### src/rtl/imem_loader_pkg.sv
// Shared constants, state encoding and width helpers for the instruction-memory boot loader.
package imem_loader_pkg;

    localparam logic [7:0] SYNC = 8'hA5;

    typedef enum logic [2:0] {
        StIdle,
        StAddr,
        StCnt,
        StData,
        StWrite,
        StCsum,
        StDone,
        StErr
    } state_e;

    function automatic int unsigned num_bytes(input int unsigned width);
        return (width + 7) / 8;
    endfunction

endpackage

### src/rtl/imem_loader.sv
// Boot-time loader: framed byte stream -> big-endian words on the imem write port.
// Define IMEM_LOADER_CSUM_EN to expect and verify a trailing checksum byte per frame.
`ifndef SIZE_ADDR
`define SIZE_ADDR 16
`endif
`ifndef SIZE_DATA
`define SIZE_DATA 16
`endif

module imem_loader
    import imem_loader_pkg::*;
#(
    parameter int unsigned ADDR_W = `SIZE_ADDR,
    parameter int unsigned DATA_W = `SIZE_DATA
) (
    input  logic              iw_clk,
    input  logic              iw_rst,
    input  logic [7:0]        iw_rx_data,
    input  logic              iw_rx_valid,
    output logic              ow_rx_ready,
    output logic              ow_mem_we,
    output logic [ADDR_W-1:0] ow_mem_addr,
    output logic [DATA_W-1:0] ow_mem_wdata,
    output logic              ow_core_rst,
    output logic              ow_busy,
    output logic              ow_done,
    output logic              ow_err
);

    localparam int unsigned AB  = num_bytes(ADDR_W);
    localparam int unsigned BPW = num_bytes(DATA_W);
    localparam logic [7:0] AB_LAST  = 8'(AB - 1);
    localparam logic [7:0] BPW_LAST = 8'(BPW - 1);
`ifdef IMEM_LOADER_CSUM_EN
    localparam state_e END_ST = StCsum;
`else
    localparam state_e END_ST = StDone;
`endif

    state_e            state_q, state_d;
    logic [ADDR_W-1:0] addr_q, addr_d;
    logic [DATA_W-1:0] word_q, word_d;
    logic [15:0]       cnt_q, cnt_d;
    logic [7:0]        idx_q, idx_d;
    logic [7:0]        csum_q, csum_d;
    logic              ready_q, ready_d;
    logic              we_q, we_d;
    logic              core_rst_q, core_rst_d;
    logic              busy_q, busy_d;
    logic              done_q, done_d;
    logic              err_q, err_d;

    logic              acc;
    logic [ADDR_W+7:0] addr_shift;
    logic [DATA_W+7:0] word_shift;
    logic [15:0]       cnt_shift;

    always_comb begin
        acc        = iw_rx_valid && ready_q;
        addr_shift = {addr_q, iw_rx_data};
        word_shift = {word_q, iw_rx_data};
        cnt_shift  = {cnt_q[7:0], iw_rx_data};

        state_d    = state_q;
        addr_d     = addr_q;
        word_d     = word_q;
        cnt_d      = cnt_q;
        idx_d      = idx_q;
        csum_d     = csum_q;
        core_rst_d = core_rst_q;
        done_d     = done_q;
        err_d      = err_q;

        unique case (state_q)
            StIdle, StDone, StErr: begin
                if (acc && iw_rx_data == SYNC) begin
                    state_d    = StAddr;
                    done_d     = 1'b0;
                    err_d      = 1'b0;
                    core_rst_d = 1'b1;
                    csum_d     = 8'h00;
                    idx_d      = 8'h00;
                end
            end
            StAddr: begin
                if (acc) begin
                    addr_d = addr_shift[ADDR_W-1:0];
                    csum_d = csum_q + iw_rx_data;
                    idx_d  = idx_q + 8'd1;
                    if (idx_q == AB_LAST) begin
                        idx_d   = 8'h00;
                        state_d = StCnt;
                    end
                end
            end
            StCnt: begin
                if (acc) begin
                    cnt_d  = cnt_shift;
                    csum_d = csum_q + iw_rx_data;
                    idx_d  = idx_q + 8'd1;
                    if (idx_q == 8'd1) begin
                        idx_d   = 8'h00;
                        state_d = (cnt_shift == 16'd0) ? END_ST : StData;
                    end
                end
            end
            StData: begin
                if (acc) begin
                    word_d = word_shift[DATA_W-1:0];
                    csum_d = csum_q + iw_rx_data;
                    idx_d  = idx_q + 8'd1;
                    if (idx_q == BPW_LAST) begin
                        idx_d   = 8'h00;
                        state_d = StWrite;
                    end
                end
            end
            StWrite: begin
                addr_d  = addr_q + 1'b1;
                cnt_d   = cnt_q - 16'd1;
                state_d = (cnt_q == 16'd1) ? END_ST : StData;
            end
            StCsum: begin
                if (acc) begin
`ifdef IMEM_LOADER_CSUM_EN
                    state_d = (8'(csum_q + iw_rx_data) == 8'h00) ? StDone : StErr;
`else
                    state_d = StDone;
`endif
                end
            end
            default: state_d = StIdle;
        endcase

        // Status flags change on entry to a terminal state only.
        if (state_d == StDone && state_q != StDone) begin
            done_d     = 1'b1;
            core_rst_d = 1'b0;
        end
`ifdef IMEM_LOADER_CSUM_EN
        if (state_d == StErr && state_q != StErr) begin
            err_d = 1'b1;
        end
`else
        err_d = 1'b0;
`endif

        ready_d = (state_d != StWrite);
        we_d    = (state_d == StWrite);
        busy_d  = !(state_d inside {StIdle, StDone, StErr});
    end

    always_ff @(posedge iw_clk) begin
        if (iw_rst) begin
            state_q    <= StIdle;
            addr_q     <= '0;
            word_q     <= '0;
            cnt_q      <= '0;
            idx_q      <= '0;
            csum_q     <= '0;
            ready_q    <= 1'b0;
            we_q       <= 1'b0;
            core_rst_q <= 1'b1;
            busy_q     <= 1'b0;
            done_q     <= 1'b0;
            err_q      <= 1'b0;
        end else begin
            state_q    <= state_d;
            addr_q     <= addr_d;
            word_q     <= word_d;
            cnt_q      <= cnt_d;
            idx_q      <= idx_d;
            csum_q     <= csum_d;
            ready_q    <= ready_d;
            we_q       <= we_d;
            core_rst_q <= core_rst_d;
            busy_q     <= busy_d;
            done_q     <= done_d;
            err_q      <= err_d;
        end
    end

    assign ow_rx_ready  = ready_q;
    assign ow_mem_we    = we_q;
    assign ow_mem_addr  = addr_q;
    assign ow_mem_wdata = word_q;
    assign ow_core_rst  = core_rst_q;
    assign ow_busy      = busy_q;
    assign ow_done      = done_q;
    assign ow_err       = err_q;

endmodule

### config.mk
export PLATFORM = sky130hd
export DESIGN_NAME = imem_loader
export DESIGN_NICKNAME = d
export VERILOG_FILES = /design/src/rtl/imem_loader_pkg.sv /design/src/rtl/imem_loader.sv
export SDC_FILE = /design/constraint.sdc
export NUM_CORES = 1
export LEC_CHECK = 0
export BUFFER_PORTS_ARGS = -buffer_cell sky130_fd_sc_hd__buf_2
export CAP_MARGIN = 20
export CORE_MARGIN = 4
export CORE_UTILIZATION = 52
export CTS_CLUSTER_SIZE = 30
export DETAILED_ROUTE_END_ITERATION = 6
export HOLD_SLACK_MARGIN = 0.06
export MAX_ROUTING_LAYER = met4
export PLACE_DENSITY = 0.76
export SYNTH_ARGS = -nofsm -noshare
export SYNTH_HDL_FRONTEND = slang
export SYNTH_SLANG_ARGS = --single-unit
### constraint.sdc
create_clock -name iw_clk -period 1.8 [get_ports iw_clk]
set_input_delay 0.18 -clock iw_clk [delete_from_list [all_inputs] [get_ports iw_clk]]
set_output_delay 0.18 -clock iw_clk [all_outputs]
set_load 0.02 [all_outputs]
==> results of run 1 <==
## worst paths after layout
path	start	to	slack, ps	depth (start not counted)
min	iw_rx_data[3]	ow_mem_wdata[3]	110	3
max	idx_q[1]	idx_q[5]	-70	7
max reg2reg	idx_q[1]	idx_q[5]	-70	7
min reg2reg	ow_core_rst	ow_core_rst	450	2
## metrics by stage
step / utilization / hold slack (ps) / cells
after floorplan: - / 316 / 430
after global placement: 0.637 / 432 / 584
after detailed placement: 0.637 / 432 / 584
after CTS: 0.690 / 103 / 606
after global routing: 0.714 / 113 / 610
final: 0.714 / 109 / 610
## flip-flops by register name (all words and copies together) (netlist names)
signal and cells:
ow_mem_addr 16, idx_q 8, ow_busy 1, ow_rx_ready 1
ow_mem_wdata 16, ow_mem_we 1, ow_core_rst 1, state_q 3
cnt_q 16, ow_done 1
## cells in the final DEF, fill, tap and decap left out, drive strengths merged, types with 2 or more instances in the layout
cell type  instances
buf              112
dfxtp             64
nand2             56
a21oi             48
nor2              42
o21ai             31
a31oi             13
nor3              12
nand3             11
inv               10
clkbuf             9
nor4               9
a211oi             8
nand4              8
and3               7
ha                 6
a311oi             5
and2               5
and4               5
nand2b             5
a221oi             5
nand3b             4
a22oi              4
a222oi             3
and3b              3
a31o               3
or3                3
nor3b              3
or2                2
nor4b              2
a32oi              2
mux2i              2
clkinv             2
bufinv             2
a211o              2
or4                2
## routing by layer
metal  track usage  up-vias  share of wire
li1              -     1821              -
met1         0.341     1814           0.43
met2         0.455      165           0.49
met3        0.0664       20          0.068
met4        0.0866        0          0.016
met5             -        -              0
## cell families after synthesis
| logic type | synth area share |
|---|---|
| AOI/OAI and AO/OA | 0.256 |
| xor gates and xnor gates | 0.00256 |
| adders and majority gates | 0.0220 |
| buffers and inverters | 0.0473 |
| DFF | 0.375 |
| muxes | 0.00586 |
| other | 0.00110 |
| and+or+nand+nor | 0.290 |
## cell type report
cell class	count	area [um^2]
clock buffers	9	124
repair buffers	112	734
inverters	8	30.0
fillers	467	1820
multi-input cells	333	2160
flip-flops and latches	64	1290
clock inverters	7	103
well taps	77	96.3
## worst max-delay path, cell delays in order (launching register included)
cell and delay, ps:
dfxtp_2 350, inv_2 40, ha_4 140, nor4b_4 130
and2_4 180, or4_4 430, or4_1 410, a21oi_1 130
## power breakdown
| part | internal, W | switching [W] | total (W) | leakage [nW] |
|---|---|---|---|---|
| combinational | 0.0000268 | 0.0000619 | 0.0000887 | 1.19 |
| clock | 0.000794 | 0.000660 | 0.00145 | 0.110 |
| sequential | 0.00142 | 0.00000341 | 0.00142 | 0.519 |
| total | 0.00224 | 0.000725 | 0.00296 | 1.82 |
## timing repair
action	CTS	global route
resized for setup	15	29
buffers inserted	7	4
hold buffers	0	0
setup endpoints to repair	18	29
cloned	0	0
pin swaps	5	17
==> results by group, run 1 <==
Pwr
  • Power Density: 653 nW/um^2
  • Total power: 0.00296 W
  • P_leak: 1.82 nW
  • Worst IR drop on VDD: 0.510 mV

CTS
  • Cts bufs inserted: 9
  • Clock transition at path regs: approximately 90 ps
  • Worst-Skew Late Latency: 360 ps
  • Root buffer cell: clkbuf_8
  • H-tree lvl count: 3
  • Clock buffer depth: 2
  • Clock Sinks: 64
  • CTS tree: done

Setup path
  • WP data arrival: 2170 ps
  • Critical path startpoint category: register
  • CP endpoint kind: register
  • WS Path Type: register to register
  • Worst endpoint required time: 2100 ps
  • CP max FO: 5

Global route
  • Vias in the first global route: 3,484
  • GRT Total Usage: 0.278
  • Largest net degree at the start of global routing: 33
  • First-pass GRT wire length: ~17,000 um
  • Grt total ovfl: 0
  • Initial antenna violation count: 0

Drt
  • Initial drt markers: 353
  • Wirelength, routed: about 11,000 um
  • Vias per Instance: between 6 and 7
  • ANT nets after route: 0
  • Wire length per cell: 17.6 um
  • Drt first pass iters: 6
  • # DRC: 0
  • Via count: 3,820

Logic synthesis
  • Yosys warns: 0
  • Syn Nets: 447
  • Ys flop type: dfxtp_1
  • Post-synth top area cell: dfxtp_1
  • Register area share after synthesis: 0.375
  • Netlist cell types: 68
  • Post-synth EDFFs: 0
  • Largest cells by area after synthesis: dfxtp_1, a21oi_1, nand2_1
  • Avg Cell Area, Syn: 7.94 um^2
  • Asr flop ratio synth: 0
  • Mapped cell area: 3420 um^2
  • Synth top area share: 0.375
  • Count leader, synth: dfxtp_1
  • Gate count of the mapped netlist: 430
  • Top cells by count, synth: dfxtp_1, nand2_1, a21oi_1, nor2_1, o21ai_0
  • Post-synthesis register bit count: 64

Floorplan
  • Die width: 89.1 um
  • IO Pins: 49
  • Die area: 7930 um^2
  • FP Rows: 29
  • CORE AREA: 6350 um^2
  • Starting Density: 0.538
  • Die H: 89.1 um

Hold path
  • Worst hold path class: primary input to register

STA
  • Max Freq: 534 MHz
  • # setup viols final: 6
  • Max Slew Vio Count: 0
  • Min Tclk post-route: 1870 ps
  • Final WS setup: -72.4 ps
  • Final hold violations: 0
  • Fin Setup TNS: -231 ps
  • Period Utilization, post-route: 1.04
  • Setup Skew: 10.9 ps
  • Unrepaired setup endpoints after global routing: yes

Outcome
  • Violated checks: negative setup slack
  • Outcome: finished, violations left

Place
  • Count of input and output buffers: 47
  • HPWL Detailed: 7110 um
  • Placer congestion estimate: 0.970
  • Placed Area: 4050 um^2
  • Pre-CTS setup slack: -113 ps

Finish
  • Fin area: 4530 um^2
  • Share of layout cells above drive strength 1: 0.345
  • ANT cells: 0
  • Area Overhead vs Synth: 32.7%
  • Nets@finish: 545

Job
  • Max-cap check violation count: 0
No activity file was read; power rests on OpenSTA's default activity.
==> run 2: changes to the inputs <==
==> constraint.sdc (replaced) <==
create_clock -name iw_clk -period 1.8 [get_ports iw_clk]
set_input_delay 0.27 -clock iw_clk [delete_from_list [all_inputs] [get_ports iw_clk]]
set_output_delay 0.27 -clock iw_clk [all_outputs]
set_load 0.02 [all_outputs]
==> results by group, run 2 (synthesis gave the netlist of run 1 again) <==
Floorplan
  • IO Pins: 49
  • Die area: between 7000 and 8000 um^2
  • FP Rows: 29
  • Die H: 89.1 um
  • Starting Density: 0.538
  • Die width: 89.1 um
  • CORE AREA: 6350 um^2

Setup path
  • Worst endpoint required time: 2090 ps
  • CP endpoint kind: register
  • CP dominant cell by count: or4_4
  • Reg2reg start: idx_q[1]
  • Critical Path Slowest Stage Cell: or4_4
  • Worst stage delay on the critical path: ~440 ps
  • Critical path startpoint category: register
  • R2R setup slack: -90 ps
  • WS Path Type: register to register
  • Worst reg-to-reg path cell count: 7
  • WP data arrival: 2180 ps
  • Reg-to-Reg End: idx_q[5]
  • Critical path cell sequence: inv_2 > ha_4 > nor4b_4 > and2_4 > or4_4 > or4_4 > a21oi_2
  • CP max FO: 5

Finish
  • FF+latch area: 1290 um^2
  • Area of the multi-input gates: 2140 um^2
  • Area Overhead vs Synth: 33.6%
  • Nets@finish: between 500 and 600
  • Fillers: 477
  • Most frequent cells in the layout: buf_4, dfxtp_1, nand2_1, buf_2, a21oi_1
  • Leading cell type in the layout, fill and taps excluded: buf_4
  • Fin area: 4560 um^2
  • Final Non-Filler Cells: 615
  • Share of layout cells above drive strength 1: 0.348
  • ANT cells: 0

CTS
  • Cts hold-fix bufs: 0
  • Root buffer cell: clkbuf_8
  • CTS tree: done
  • H-tree lvl count: 3
  • Clock transition at path regs: around 80 ps
  • Clock buffer depth: 2
  • Worst-Skew Late Latency: 360 ps
  • Cts bufs inserted: 9
  • Clock Sinks: 64

Drt
  • Wirelength, routed: 10,700 um
  • Initial drt markers: about 470
  • Via count: 3,881
  • ANT nets after route: 0
  • Drt first pass iters: 6
  • # DRC: 0
  • Vias per Instance: between 6 and 7
  • Wire length per cell: 17.3 um

STA
  • Setup Skew: around 10 ps
  • # setup viols final: 6
  • Final WS setup: -93.0 ps
  • Period Utilization, post-route: 1.05
  • Unrepaired setup endpoints after global routing: yes
  • Max Freq: 528 MHz
  • Max Slew Vio Count: 0
  • Final hold slack: 195 ps
  • Final hold violations: 0
  • Min Tclk post-route: 1890 ps

Hold path
  • Hold path endpoint: ow_mem_wdata[2]
  • Hold path depth: 3
  • Worst hold path class: primary input to register
  • HP Start: iw_rx_data[2]

Global route
  • GRT met3 Usage: 0.0525
  • Grt total ovfl: 0
  • Initial antenna violation count: 0
  • Largest net degree at the start of global routing: 41
  • Met2 usage: 0.443
  • GRT Total Usage: 0.274
  • Vias in the first global route: approximately 3,600
  • First-pass GRT wire length: 16,800 um
  • GRT met1 Usage: 0.340
  • Grt peak-use layer: met2

Place
  • Pre-CTS setup slack: -91.9 ps
  • HPWL Detailed: roughly 7400 um
  • Placer congestion estimate: around 0.95
  • Placed Area: 4160 um^2
  • Count of input and output buffers: 47
  • # placed instances: 597

Pwr
  • Power Density: 644 nW/um^2
  • P_leak: 1.86 nW
  • Worst IR drop on VDD: 0.497 mV

Job
  • Max-cap check violation count: 0

Outcome
  • Violated checks: negative setup slack
  • Outcome: finished, violations left
run 2: cell types whose count changed in the layout (fill, tap and decap cells not counted), sizes merged:
| cell | change |
|---|---|
| inv | +1 |
| clkinvlp | -1 |
| buf | +5 |
run 2: through the flow:
| stage | power [W] | util | TNS (ps) |
|---|---|---|---|
| floorplan | 0.00149 | - | -39.3 |
| global placement | 0.00155 | 0.654 | -299 |
| detailed placement | 0.00155 | 0.654 | -648 |
| CTS | 0.00294 | 0.701 | -215 |
| global route | 0.00301 | 0.718 | -599 |
| finish | 0.00294 | 0.718 | -194 |
run 2: critical path, delay by kind of cell (launching register included):
family / cells / cell delay, ps
adder cells (fa/ha/maj): 1 / 140
flip-flops: 1 / 330
AO/OA/AOI/OAI: 1 / 130
AND/OR/NAND/NOR: 4 / 1190
buffers and inverters: 1 / 40
run 2: layout make-up:
type / instances / area share
multi-input combinational: 333 / 0.470
sequential: 64 / 0.283
timing repair buffer: 117 / 0.171
clock buffer: 9 / 0.0272
clock inverter: 7 / 0.0219
tap: 77 / 0.0211
inverter: 8 / 0.00658
run 2: metal layers:
metal	vias up	routed length (um)
met4	0	317
met3	49	759
met2	184	5190
met1	1833	4380
li1	1815	-
met5	-	0
run 2: what timing repair did:
item,4_1_cts,5_1_grt
resized for setup,15,27
pin swaps,4,7
endpoints found under the setup margin,14,32
buffers inserted,1,1
run 2: worst max path at each step:
stage | end | start | slack, ps
2_1_floorplan | idx_q[5] | idx_q[1] | -40
3_3_place_gp | ow_core_rst | cnt_q[6] | -70
3_5_place_dp | idx_q[5] | idx_q[1] | -90
4_1_cts | idx_q[5] | idx_q[1] | -110
5_1_grt | idx_q[5] | idx_q[1] | -120
6_report | idx_q[5] | idx_q[1] | -90
run 2: power by group:
group	leakage [nW]	switching [W]	internal, W
combinational	1.22	0.0000652	0.0000342
sequential	0.519	0.00000191	0.00142
clock	0.115	0.000626	0.000794
total	1.86	0.000693	0.00224
